## config.mk

```make
export PLATFORM = sky130hd
export DESIGN_NAME = axi_4kb_split_ctrl_flat
export DESIGN_NICKNAME = d
export VERILOG_FILES = /design/src/rtl/axi_split_pkg.sv /design/src/rtl/axi_4kb_split_ctrl_if.sv /design/src/rtl/axi_4kb_boundary_calc.sv /design/src/rtl/axi_4kb_split_ctrl.sv /design/src/flat_wrapper.sv
export SDC_FILE = /design/constraint.sdc
export NUM_CORES = 1
export LEC_CHECK = 0
export BUFFER_PORTS_ARGS = -buffer_cell sky130_fd_sc_hd__buf_2
export CAP_MARGIN = 10
export CORE_MARGIN = 2
export CORE_UTILIZATION = 62
export DETAILED_ROUTE_END_ITERATION = 10
export PLACE_DENSITY = 0.95
export REMOVE_ABC_BUFFERS = 1
export SYNTH_ARGS = -nofsm -noshare
export SYNTH_HDL_FRONTEND = slang
export SYNTH_SLANG_ARGS = --single-unit
export TNS_END_PERCENT = 100
```

## constraint.sdc

```tcl
create_clock -name ACLK_i -period 16.3 [get_ports ACLK_i]
set_input_delay 0.815 -clock ACLK_i [delete_from_list [all_inputs] [get_ports ACLK_i]]
set_output_delay 0.815 -clock ACLK_i [all_outputs]
set_load 0.01 [all_outputs]
```

## src/rtl/axi_split_pkg.sv

```systemverilog
// axi_split_pkg: shared types and constants for the AXI 4KB-boundary split stage.
// Holds the AXI burst encodings, the split-controller state enum and the 4KB page constants.
package axi_split_pkg;

   // A 4KB page: its size in bytes and the address bit where the page number starts.
   localparam int BOUNDARY_4KB   = 4096;
   localparam int BIT_OFFSET_4KB = 12;

   // AXI AxBURST encodings.
   typedef enum logic [1:0] {
      FIXED    = 2'b00,
      INCR     = 2'b01,
      WRAP     = 2'b10,
      RESERVED = 2'b11
   } burst_e;

   // Split controller sequencing: FIRST always carries the original address,
   // SECOND only exists for requests that cross a page.
   typedef enum logic [1:0] {
      IDLE   = 2'b00,
      FIRST  = 2'b01,
      SECOND = 2'b10
   } state_e;

endpackage

```

## src/rtl/axi_4kb_split_ctrl_if.sv

```systemverilog
// axi_4kb_split_ctrl_if: upstream request, downstream sub-request and (optional)
// split-info signals of the 4KB split stage.
// Optional feature macro: AXI_SPLIT_INFO_EN adds the info_* stream signals.
// The slave modport is the split controller's view; master is the surrounding fabric's view.
interface axi_4kb_split_ctrl_if #(
   parameter int ADDR_WIDTH = 32,
   parameter int LEN_WIDTH  = 8,
   parameter int SIZE_WIDTH = 3,
   parameter int ID_WIDTH   = 4
);

   // Upstream request channel.
   logic [ADDR_WIDTH-1:0] s_ADDR_i;
   logic [LEN_WIDTH-1:0]  s_LEN_i;
   logic [SIZE_WIDTH-1:0] s_SIZE_i;
   logic [1:0]            s_BURST_i;
   logic [ID_WIDTH-1:0]   s_ID_i;
   logic                  s_valid_i;
   logic                  s_ready_o;

   // Downstream sub-request channel.
   logic [ADDR_WIDTH-1:0] m_ADDR_o;
   logic [LEN_WIDTH-1:0]  m_LEN_o;
   logic [SIZE_WIDTH-1:0] m_SIZE_o;
   logic [1:0]            m_BURST_o;
   logic [ID_WIDTH-1:0]   m_ID_o;
   logic                  m_last_o;
   logic                  m_valid_o;
   logic                  m_ready_i;

`ifdef AXI_SPLIT_INFO_EN
   // Split-info stream towards the response merger.
   logic                  info_valid_o;
   logic                  info_ready_i;
   logic                  info_split_o;
   logic [ID_WIDTH-1:0]   info_ID_o;
`endif

   modport slave (
      input  s_ADDR_i, s_LEN_i, s_SIZE_i, s_BURST_i, s_ID_i, s_valid_i,
      input  m_ready_i,
`ifdef AXI_SPLIT_INFO_EN
      input  info_ready_i,
      output info_valid_o, info_split_o, info_ID_o,
`endif
      output s_ready_o,
      output m_ADDR_o, m_LEN_o, m_SIZE_o, m_BURST_o, m_ID_o, m_last_o, m_valid_o
   );

   modport master (
      output s_ADDR_i, s_LEN_i, s_SIZE_i, s_BURST_i, s_ID_i, s_valid_i,
      output m_ready_i,
`ifdef AXI_SPLIT_INFO_EN
      output info_ready_i,
      input  info_valid_o, info_split_o, info_ID_o,
`endif
      input  s_ready_o,
      input  m_ADDR_o, m_LEN_o, m_SIZE_o, m_BURST_o, m_ID_o, m_last_o, m_valid_o
   );

endinterface

```

## src/rtl/axi_4kb_boundary_calc.sv

```systemverilog
// axi_4kb_boundary_calc: purely combinational 4KB page-crossing arithmetic.
// Given one registered request it decides whether an INCR burst crosses a 4KB page
// and, if so, how the beats divide between the two legal sub-requests.
module axi_4kb_boundary_calc
   import axi_split_pkg::*;
#(
   parameter int ADDR_WIDTH = 32,
   parameter int LEN_WIDTH  = 8,
   parameter int SIZE_WIDTH = 3
) (
   input  logic [ADDR_WIDTH-1:0] addr_i,
   input  logic [LEN_WIDTH-1:0]  len_i,
   input  logic [SIZE_WIDTH-1:0] size_i,
   input  logic [1:0]            burst_i,
   output logic                  split_o,
   output logic [LEN_WIDTH-1:0]  len1_o,
   output logic [LEN_WIDTH-1:0]  len2_o,
   output logic [ADDR_WIDTH-1:0] addr2_o
);

   // Byte count is wide enough for 256 beats of 128 bytes; the sum gets one carry bit more.
   localparam int BYTES_W = LEN_WIDTH + 8;
   localparam int SUM_W   = BYTES_W + 1;
   localparam int PAGE_W  = ADDR_WIDTH - BIT_OFFSET_4KB;

   logic [BYTES_W-1:0]        bytes;
   logic [BIT_OFFSET_4KB-1:0] size_mask;
   logic [BIT_OFFSET_4KB-1:0] off;
   logic [SUM_W-1:0]          end_sum;
   logic [BIT_OFFSET_4KB:0]   room;
   logic [BIT_OFFSET_4KB:0]   beats1;
   logic [PAGE_W-1:0]         page_next;

   // Burst footprint, aligned page offset and the split decision.
   always_comb begin
      bytes     = ({8'd0, len_i} + BYTES_W'(1)) << size_i;
      size_mask = (BIT_OFFSET_4KB'(1) << size_i) - BIT_OFFSET_4KB'(1);
      off       = addr_i[BIT_OFFSET_4KB-1:0] & ~size_mask;
      end_sum   = SUM_W'(off) + SUM_W'(bytes);
      // Ending exactly on the boundary is legal; oversize bursts are illegal AXI and
      // are forwarded untouched rather than split into something still illegal.
      split_o   = (burst_i == INCR)
                  && (end_sum > SUM_W'(BOUNDARY_4KB))
                  && (bytes <= BYTES_W'(BOUNDARY_4KB));
   end

   // Beat distribution and the page-aligned start of the second sub-request.
   always_comb begin
      // off is size-aligned, so room is a whole number of beats and beats1 >= 1.
      room      = (BIT_OFFSET_4KB + 1)'(BOUNDARY_4KB) - {1'b0, off};
      beats1    = room >> size_i;
      len1_o    = LEN_WIDTH'(beats1 - (BIT_OFFSET_4KB + 1)'(1));
      len2_o    = len_i - LEN_WIDTH'(beats1);
      page_next = addr_i[ADDR_WIDTH-1:BIT_OFFSET_4KB] + PAGE_W'(1);
      addr2_o   = {page_next, {BIT_OFFSET_4KB{1'b0}}};
   end

endmodule

```

## src/rtl/axi_4kb_split_ctrl.sv

```systemverilog
// axi_4kb_split_ctrl: 4KB-boundary splitting sequencer for one AXI4 address channel.
// Accepts one request at a time, emits it unchanged or as two page-legal sub-requests,
// and overlaps the next accept with the final sub-request handshake.
// Optional feature macro: AXI_SPLIT_INFO_EN adds a 1-entry {split, ID} info stream
// for the response merger; a pending entry back-pressures the upstream channel.
module axi_4kb_split_ctrl
   import axi_split_pkg::*;
#(
   parameter int ADDR_WIDTH = 32,
   parameter int LEN_WIDTH  = 8,
   parameter int SIZE_WIDTH = 3,
   parameter int ID_WIDTH   = 4
) (
   input  logic                ACLK_i,
   input  logic                ARESET_i,
   axi_4kb_split_ctrl_if.slave bus
);

   state_e                state_q, state_d;
   logic [ADDR_WIDTH-1:0] addr_q, addr_d;
   logic [LEN_WIDTH-1:0]  len_q, len_d;
   logic [SIZE_WIDTH-1:0] size_q, size_d;
   logic [1:0]            burst_q, burst_d;
   logic [ID_WIDTH-1:0]   id_q, id_d;

   logic                  split;
   logic [LEN_WIDTH-1:0]  len1;
   logic [LEN_WIDTH-1:0]  len2;
   logic [ADDR_WIDTH-1:0] addr2;

   logic                  m_valid;
   logic                  m_last;
   logic                  out_done;
   logic                  info_free;
   logic                  s_ready;
   logic                  accept;
   logic [ADDR_WIDTH-1:0] m_addr;
   logic [LEN_WIDTH-1:0]  m_len;

`ifdef AXI_SPLIT_INFO_EN
   logic                  info_valid_q, info_valid_d;
`endif

   // Page-crossing arithmetic always works on the held request, so every m_* output
   // is a function of registers only.
   axi_4kb_boundary_calc #(
      .ADDR_WIDTH (ADDR_WIDTH),
      .LEN_WIDTH  (LEN_WIDTH),
      .SIZE_WIDTH (SIZE_WIDTH)
   ) u_calc (
      .addr_i  (addr_q),
      .len_i   (len_q),
      .size_i  (size_q),
      .burst_i (burst_q),
      .split_o (split),
      .len1_o  (len1),
      .len2_o  (len2),
      .addr2_o (addr2)
   );

   // Handshake qualifiers: when the current request finishes and when a new one is taken.
   always_comb begin
      m_valid  = (state_q != IDLE);
      m_last   = (state_q == SECOND) || ((state_q == FIRST) && !split);
      out_done = m_valid && bus.m_ready_i && m_last;
`ifdef AXI_SPLIT_INFO_EN
      info_free = !info_valid_q || bus.info_ready_i;
`else
      info_free = 1'b1;
`endif
      s_ready  = ((state_q == IDLE) || out_done) && info_free;
      accept   = bus.s_valid_i && s_ready;
   end

   // Next-state logic: FIRST -> SECOND for split requests, otherwise back to IDLE
   // or straight into FIRST when a new request is taken on the final handshake.
   always_comb begin
      // NOTE: defaults first, so no branch leaves state_d unassigned and no latch is inferred.
      state_d = state_q;
      unique case (state_q)
         IDLE: begin
            if (accept) begin
               state_d = FIRST;
            end
         end
         FIRST: begin
            if (bus.m_ready_i) begin
               if (split) begin
                  state_d = SECOND;
               end else if (accept) begin
                  state_d = FIRST;
               end else begin
                  state_d = IDLE;
               end
            end
         end
         SECOND: begin
            if (bus.m_ready_i) begin
               state_d = accept ? FIRST : IDLE;
            end
         end
         default: state_d = IDLE;
      endcase
   end

   // State register; reset aborts any request in flight, including a pending SECOND.
   always_ff @(posedge ACLK_i or posedge ARESET_i) begin
      // NOTE: non-blocking assignments so every register samples pre-edge values.
      if (ARESET_i) begin
         state_q <= IDLE;
      end else begin
         state_q <= state_d;
      end
   end

   // Request capture: the fields only change on an accepted upstream handshake.
   always_comb begin
      addr_d  = addr_q;
      len_d   = len_q;
      size_d  = size_q;
      burst_d = burst_q;
      id_d    = id_q;
      if (accept) begin
         addr_d  = bus.s_ADDR_i;
         len_d   = bus.s_LEN_i;
         size_d  = bus.s_SIZE_i;
         burst_d = bus.s_BURST_i;
         id_d    = bus.s_ID_i;
      end
   end

   // Request register; cleared on reset so the data outputs read zero until the first accept.
   always_ff @(posedge ACLK_i or posedge ARESET_i) begin
      if (ARESET_i) begin
         addr_q  <= '0;
         len_q   <= '0;
         size_q  <= '0;
         burst_q <= '0;
         id_q    <= '0;
      end else begin
         addr_q  <= addr_d;
         len_q   <= len_d;
         size_q  <= size_d;
         burst_q <= burst_d;
         id_q    <= id_d;
      end
   end

`ifdef AXI_SPLIT_INFO_EN
   // Info entry occupancy: set on every accept, cleared when the merger takes it.
   always_comb begin
      info_valid_d = info_valid_q;
      if (accept) begin
         info_valid_d = 1'b1;
      end else if (bus.info_ready_i) begin
         info_valid_d = 1'b0;
      end
   end

   // Info entry register.
   always_ff @(posedge ACLK_i or posedge ARESET_i) begin
      if (ARESET_i) begin
         info_valid_q <= 1'b0;
      end else begin
         info_valid_q <= info_valid_d;
      end
   end

   // The held request cannot be replaced while its info entry is still pending
   // (s_ready is blocked), so the entry's {split, ID} payload is read from it directly.
   assign bus.info_valid_o = info_valid_q;
   assign bus.info_split_o = split;
   assign bus.info_ID_o    = id_q;
`endif

   // Sub-request address/length: original address first, next page base second.
   always_comb begin
      m_addr = addr_q;
      m_len  = len_q;
      if (state_q == FIRST && split) begin
         m_len = len1;
      end
      if (state_q == SECOND) begin
         m_addr = addr2;
         m_len  = len2;
      end
   end

   assign bus.s_ready_o = s_ready;
   assign bus.m_valid_o = m_valid;
   assign bus.m_last_o  = m_last;
   assign bus.m_ADDR_o  = m_addr;
   assign bus.m_LEN_o   = m_len;
   assign bus.m_SIZE_o  = size_q;
   assign bus.m_BURST_o = burst_q;
   assign bus.m_ID_o    = id_q;

endmodule

```

## src/flat_wrapper.sv

```systemverilog
// flat-port wrapper written by rule: the top's interface ports become plain ports
module axi_4kb_split_ctrl_flat import axi_split_pkg::*;
#(
   parameter int ADDR_WIDTH = 32,
   parameter int LEN_WIDTH  = 8,
   parameter int SIZE_WIDTH = 3,
   parameter int ID_WIDTH   = 4
)
  (ACLK_i, ARESET_i, bus_s_ADDR_i, bus_s_LEN_i, bus_s_SIZE_i, bus_s_BURST_i, bus_s_ID_i, bus_s_valid_i, bus_m_ready_i, bus_s_ready_o, bus_m_ADDR_o, bus_m_LEN_o, bus_m_SIZE_o, bus_m_BURST_o, bus_m_ID_o, bus_m_last_o, bus_m_valid_o);
  axi_4kb_split_ctrl_if #(.ADDR_WIDTH(ADDR_WIDTH), .LEN_WIDTH(LEN_WIDTH), .SIZE_WIDTH(SIZE_WIDTH), .ID_WIDTH(ID_WIDTH)) bus_i ();
  input  logic ACLK_i;
  input  logic ARESET_i;
  input wire logic [$bits(bus_i.s_ADDR_i)-1:0] bus_s_ADDR_i;
  input wire logic [$bits(bus_i.s_LEN_i)-1:0] bus_s_LEN_i;
  input wire logic [$bits(bus_i.s_SIZE_i)-1:0] bus_s_SIZE_i;
  input wire logic [$bits(bus_i.s_BURST_i)-1:0] bus_s_BURST_i;
  input wire logic [$bits(bus_i.s_ID_i)-1:0] bus_s_ID_i;
  input wire logic [$bits(bus_i.s_valid_i)-1:0] bus_s_valid_i;
  input wire logic [$bits(bus_i.m_ready_i)-1:0] bus_m_ready_i;
  output wire logic [$bits(bus_i.s_ready_o)-1:0] bus_s_ready_o;
  output wire logic [$bits(bus_i.m_ADDR_o)-1:0] bus_m_ADDR_o;
  output wire logic [$bits(bus_i.m_LEN_o)-1:0] bus_m_LEN_o;
  output wire logic [$bits(bus_i.m_SIZE_o)-1:0] bus_m_SIZE_o;
  output wire logic [$bits(bus_i.m_BURST_o)-1:0] bus_m_BURST_o;
  output wire logic [$bits(bus_i.m_ID_o)-1:0] bus_m_ID_o;
  output wire logic [$bits(bus_i.m_last_o)-1:0] bus_m_last_o;
  output wire logic [$bits(bus_i.m_valid_o)-1:0] bus_m_valid_o;
  assign bus_i.s_ADDR_i = bus_s_ADDR_i;
  assign bus_i.s_LEN_i = bus_s_LEN_i;
  assign bus_i.s_SIZE_i = bus_s_SIZE_i;
  assign bus_i.s_BURST_i = bus_s_BURST_i;
  assign bus_i.s_ID_i = bus_s_ID_i;
  assign bus_i.s_valid_i = bus_s_valid_i;
  assign bus_i.m_ready_i = bus_m_ready_i;
  assign bus_s_ready_o = bus_i.s_ready_o;
  assign bus_m_ADDR_o = bus_i.m_ADDR_o;
  assign bus_m_LEN_o = bus_i.m_LEN_o;
  assign bus_m_SIZE_o = bus_i.m_SIZE_o;
  assign bus_m_BURST_o = bus_i.m_BURST_o;
  assign bus_m_ID_o = bus_i.m_ID_o;
  assign bus_m_last_o = bus_i.m_last_o;
  assign bus_m_valid_o = bus_i.m_valid_o;
  axi_4kb_split_ctrl #(.ADDR_WIDTH(ADDR_WIDTH), .LEN_WIDTH(LEN_WIDTH), .SIZE_WIDTH(SIZE_WIDTH), .ID_WIDTH(ID_WIDTH)) u_core (.ACLK_i(ACLK_i), .ARESET_i(ARESET_i), .bus(bus_i));
endmodule
```

==> results of run 1 <==
## critical path: stages (launching register included)
cell and delay (ns):
dfrtp_1 0.89, nor2_2 0.20, nand2_1 0.14, ha_1 0.44
nor2b_1 0.17, mux2i_2 0.39, inv_1 0.14, ha_1 0.37
nor2b_1 0.17, o31a_1 0.30, o31a_1 0.27, o41ai_1 0.38
o21ai_1 0.11, a31oi_1 0.34, xnor2_1 0.18, o41ai_2 0.12
a211oi_2 0.90, a211oi_1 0.11, a211oi_2 0.24, buf_2 0.16
## placed cells by master (no fill, tap or decap), drive strengths merged, types with 25 or more instances in the layout
cell type    n
a21oi       36
buf        109
dfrtp       51
inv         27
mux2        53
nand2       56
nand3       28
nor2        31
o21ai       25
xnor2       40
## registers in the layout (all words and copies together) (netlist names)
name                  count
u_core.addr_q            32
u_core.bus.m_BURST_o      2
u_core.bus.m_ID_o         4
u_core.bus.m_SIZE_o       3
u_core.len_q              8
u_core.state_q            2
## cell type report
type / count / area [um2]
clock buffers: 5 / 68.82
fillers: 688 / 2554
clock inverters: 3 / 27.53
flip-flops and latches: 51 / 1276
well taps: 108 / 135.1
repair buffers: 109 / 558.0
multi-input cells: 538 / 3961
inverters: 26 / 97.59
## worst max-delay path by stage
stage	end	slack [ns]	depth (start not counted)
after CTS	bus_m_LEN_o[7]	9.19	19
after detailed placement	bus_m_LEN_o[7]	9.56	19
after global placement	bus_m_LEN_o[7]	9.79	19
after global routing	bus_m_LEN_o[1]	8.65	19
after floorplan	u_core.addr_q[0]	9.34	18
final	bus_m_LEN_o[7]	9.13	19
## layer usage
layer  vias up  GRT usage, %  wire (um)
li1       2558             -          -
met1      2525         39.43       5961
met2       254         53.69       7432
met3        32         4.510       1157
met4         0         8.641        253
met5         -             0          0
## cell families (layout without fill, tap and decap cells)
logic type / Yosys count / count (layout) / share of synthesized area [%]
buffers and inverters: 65 / 143 / 5.170
muxes: 66 / 66 / 13.92
adders and majority gates: 25 / 25 / 5.941
xor gates and xnor gates: 54 / 54 / 8.572
and+or+nand+nor: 225 / 225 / 21.36
DFF: 51 / 51 / 23.13
AOI/OAI and AO/OA: 168 / 168 / 21.91
## metrics by stage
| step | instances | cell area [um2] | util (%) | worst slack (ns) |
|---|---|---|---|---|
| after detailed placement | 832 | 6028 | 69.46 | 9.564 |
| after floorplan | 615 | 5330 | - | 9.336 |
| after global routing | 840 | 6125 | 70.57 | 8.653 |
| after global placement | 832 | 6028 | 69.46 | 9.785 |
| final | 840 | 6125 | 70.57 | 9.126 |
| after CTS | 840 | 6125 | 70.57 | 9.186 |
==> impl_results.md, run 1 <==
- WHS Path Cells: 1
- Root buf cell: clkbuf_8
- Crit. Startpoint: u_core.bus.m_SIZE_o[0]
- Cells on worst reg2reg path: 19
- RR Startpoint: u_core.bus.m_SIZE_o[0]
- Mapped Avg Cell Area: 8.437 um2
- Reg clk slew, reported paths: 0.11 ns
- Hold path startpoint: u_core.bus.m_ID_o[1]
- Core ar.: 8678 um2
- Initial antenna violation count: 0
- Hold buffer count at cts: 0
- Clock Tree Buf Depth: 2
- Number of synthesized flops with an enable pin: 0
- Net count, final: 809
- Synth area leaders: dfrtp_1 23%, mux2_2 8.8%, xnor2_1 6.3%
- Inserted Diodes: 0
- Final hold violation count: 0
- Top cell type by total area after synthesis: dfrtp_1
- Count leader, synth: nand2_1
- Clk sinks: 51
- Ys async rst share: 100.0%
- Mapped Area: 5518 um2
- Layout cells sized above 1: 25.55%
- Rel. slew slack: 28.32%
- First drt pass iteration count: 6
- WHS Endpoint: u_core.bus.m_ID_o[1]
- Vias/cell: 6.392
- Final HPWL DP: 11,240 um
- # IOs: 105
- Critical path fanouts, max: 28
- Pin count of the biggest net entering global routing: 52
- Congestion Overflow GR: 0
- Syn Inst Count: 654
- FF-to-FF setup slack: 10.10 ns
- Slew Limit Fails: 0
- Status: finished clean
- Final Cycle Share: 44.01%
- Setup TNS Final: 0 ns
- Sequential-to-total area share from yosys stat: 23.13%
- Crit path time final: 7.174 ns
- Area delta synth->final: 11.00%
- DRC: 0
- Setup Buffers After CTS: 0
- Clock buffer count from CTS: 5
- RSZ-0062 raised after global routing: false
- First-pass GRT wire length: 24,770 um
- Clk_skew: 0.008458 ns
- Register bit count reported by yosys: 51
- Final Routed Wirelength: 14,800 um
- Max H-tree Level: 2
- Type of the worst setup path: reg -> out
- Initial drt markers: 443
- Antenna-violating nets left: 0
- I/O Buffers: 104
- Synth warn: 0
- Synth cell types: 82
- Worst setup EP type: primary output
- CP Launch Type: flop
- Total GRT Usage: 30.66%
- Die height: 98.34 um
- Die area: 9671 um2
- Final setup fails: 0
- WP data arrival: 6.36 ns
- Synth top area share: 23.13%
- CP required: 15.49 ns
- Total of max-cap violations: 0
- F_max: 0.1394 GHz
- Worst reg2reg path endpoint: u_core.bus.m_SIZE_o[0]
- Vias in the first global route: 5,344
- Commonest cells in the netlist: 56 x nand2_1, 51 x dfrtp_1, 43 x mux2_2, 40 x xnor2_1, 35 x a21oi_1
- Site row count: 34
- Ys flop type: dfrtp_1
- Via count: 5,369
- CTS tree: built
- Chip Width: 98.34 um
- Hold Crit Class: reg -> reg
- GPL Wtd Cong: 0.9545
- Initial Util: 63.58%
- Avg WL per Cell: 17.62 um
- Post-CTS resize count: 0
- Worst slew pin tran: 1.074 ns
- Worst-Skew Late Latency: 0.32 ns
- Hold_ws: 0.5120 ns
Power of run 1 is left out: the tool's default activity adds up to more than one toggle a clock period on the data nets, which glitch-free logic cannot reach.
==> run 2: changes to the inputs <==
CORE_UTILIZATION = 52   (was 62)
PLACE_DENSITY = 0.88   (was 0.95)
clock period = 6.5 ns   (was 16.3 ns; I/O delays follow)
==> run 2 against run 1 <==
Compared with the run above: clock skew grew 0.0043 ns; final cell count grew 3.8%; critical path type unchanged; first-iteration DRC count up 11%.
==> impl_results.md, run 2 (synthesized netlist as in run 1, its figures left out) <==
- Final instance area: 6205 um2 (+1.3%)
- First-pass GRT wire length: 23,780 um (-4.0%)
- Clk_skew: 0.01277 ns (+0.004315 ns)
- Crit-path max cell delay: 0.46 ns (-0.44 ns)
- CP Cell Sequence: clkinv_1 > buf_4 > nand3_1 > ha_1 > nor2b_1 > mux2i_2 > inv_1 > ha_1 > nor2b_1 > o31a_1 > o31a_1 > o41ai_1 > o21ai_1 > a31oi_1 > xnor2_1 > o41ai_2 > a211oi_2 > buf_4 > o311ai_0 > buf_2
- Status: finished clean
- Filler cell count: 903 (+31%)
- DP Worst Slack: 0.9076 ns (-8.657 ns)
- I/O Buffers: 104 (unchanged)
- Hold buffer count at cts: 0 (unchanged)
- Pin count of the biggest net entering global routing: 53 (+1.9%)
- # IOs: 105 (unchanged)
- Post-Place Cells: 864 (+3.8%)
- Congestion Overflow GR: 0 (unchanged)
- Worst slew pin tran: 1.063 ns (-0.01090 ns)
- Most frequent cells in the layout: 104 x buf_2, 56 x nand2_1, 50 x dfrtp_1
- Clock buffer count from CTS: 5 (unchanged)
- Area delta synth->final: 12.45%
- Final Cycle Share: 92.46%
- Die area: 11,450 um2 (+18%)
- Net count, final: 813 (+0.49%)
- Layout cells sized above 1: 26.09% (+0.54 points)
- Rel. slew slack: 28.50% (+0.18 points)
- Placed Area: 6107 um2 (+1.3%)
- Clock Tree Buf Depth: 2 (unchanged)
- CTS tree: built
- Chip Width: 107.0 um (+8.8%)
- Final Routed Wirelength: 14,410 um (-2.6%)
- Final cell count without fillers: 872 (+3.8%)
- Core ar.: 10,320 um2 (+19%)
- Root buf cell: clkbuf_8
- F_max: 0.1664 GHz
- WP data arrival: 5.68 ns (-0.68 ns)
- Reg clk slew, reported paths: 0.10 ns (about the same)
- Final WS setup: 0.4901 ns (-8.636 ns)
- Initial Util: 53.45% (-10 points)
- Critical path fanouts, max: 18 (-36%)
- Worst-Skew Late Latency: 0.32 ns (about the same)
- Hold Crit Class: in -> async
- Clk sinks: 51 (unchanged)
- Total of max-cap violations: 0 (unchanged)
- Final HPWL DP: 10,810 um (-3.8%)
- Vias/cell: 6.193 (-3.1%)
- Worst setup EP type: primary output
- Cells on worst reg2reg path: 20 (+1)
- Slowest-stage cell, CP: o41ai_2
- CP required: 6.17 ns (-9.32 ns)
- CP Launch Type: flop
- RSZ-0062 raised after global routing: false
- Setup Buffers After CTS: 0 (unchanged)
- Biggest register: u_core.addr_q
- Initial drt markers: 493 (+11%)
- Type of the worst setup path: reg -> out
- Antenna-violating nets left: 0 (unchanged)
- Total GRT Usage: 25.24% (-5.4 points)
- Number of flip-flops in the largest register: 32 (unchanged)
- Die height: 107.0 um (+8.8%)
- Most common cell after layout, fill and taps aside: buf_2
- Final setup fails: 0 (unchanged)
- Vias in the first global route: 5,020 (-6.1%)
- Area of the multi-input gates: 3961 um2 (unchanged)
- First drt pass iteration count: 6 (unchanged)
- Area occupied by registers: 1277 um2 (about the same)
- Slew Limit Fails: 0 (unchanged)
- Final hold violation count: 0 (unchanged)
- Via count: 5,400 (+0.58%)
- Site row count: 37 (+8.8%)
- Post-CTS resize count: 0 (unchanged)
- Avg WL per Cell: 16.53 um (-6.2%)
- Inserted Diodes: 0 (unchanged)
- Crit path time final: 6.010 ns
- Max H-tree Level: 2 (unchanged)
- GPL Wtd Cong: 0.9489 (-0.59%)
- DRC: 0 (unchanged)
- Initial antenna violation count: 0 (unchanged)
-- run 2: critical path: cells and delay by family, from the launching register on --
kind                     cells  cell delay (ns)
adder cells (fa/ha/maj)      2             0.80
flip-flops                   1             0.42
AND/OR/NAND/NOR              3             0.44
multiplexers                 1             0.39
XOR/XNOR                     1             0.14
AO/OA/AOI/OAI                8             2.34
buffers and inverters        5             0.83
-- run 2: final timing paths --
| path | slack (ns) | to | startpoint |
|---|---|---|---|
| min | 0.17 | u_core.addr_q[5] | ARESET_i |
| min in group ACLK_i | 0.22 | u_core.addr_q[4] | bus_s_ADDR_i[4] |
| max | 0.49 | bus_m_LEN_o[4] | u_core.bus.m_SIZE_o[1] |
| min reg2reg | 0.50 | u_core.bus.m_ID_o[3] | u_core.bus.m_ID_o[3] |
| max in group asynchronous | 5.86 | u_core.bus.m_SIZE_o[0] | ARESET_i |
| max reg2reg | 0.94 | u_core.bus.m_SIZE_o[0] | u_core.bus.m_SIZE_o[1] |
-- run 2: area by class of cell --
cell class	count	area share, %
tap	136	2.742
clock inverter	3	0.4638
multi-input combinational	538	63.84
timing repair buffer	113	9.679
inverter	26	1.573
sequential	51	20.59
clock buffer	5	1.109
-- run 2: routing by layer --
layer / track usage, % / share of wire, %
met1: 34.09 / 42
met2: 41.45 / 48
met3: 4.255 / 7.8
met4: 7.514 / 2.2
met5: 0 / 0
-- run 2: per-stage QoR --
step	utilization, %	hold WS [ns]	TNS (ns)
final	60.10	0.1668	0
after global routing	60.10	0.2121	0
after CTS	60.10	0.1886	0
after detailed placement	59.16	0.4737	0
after global placement	59.16	0.4645	0
after floorplan	-	0.4368	-21.34
Power of run 2 is left out for the same reason.
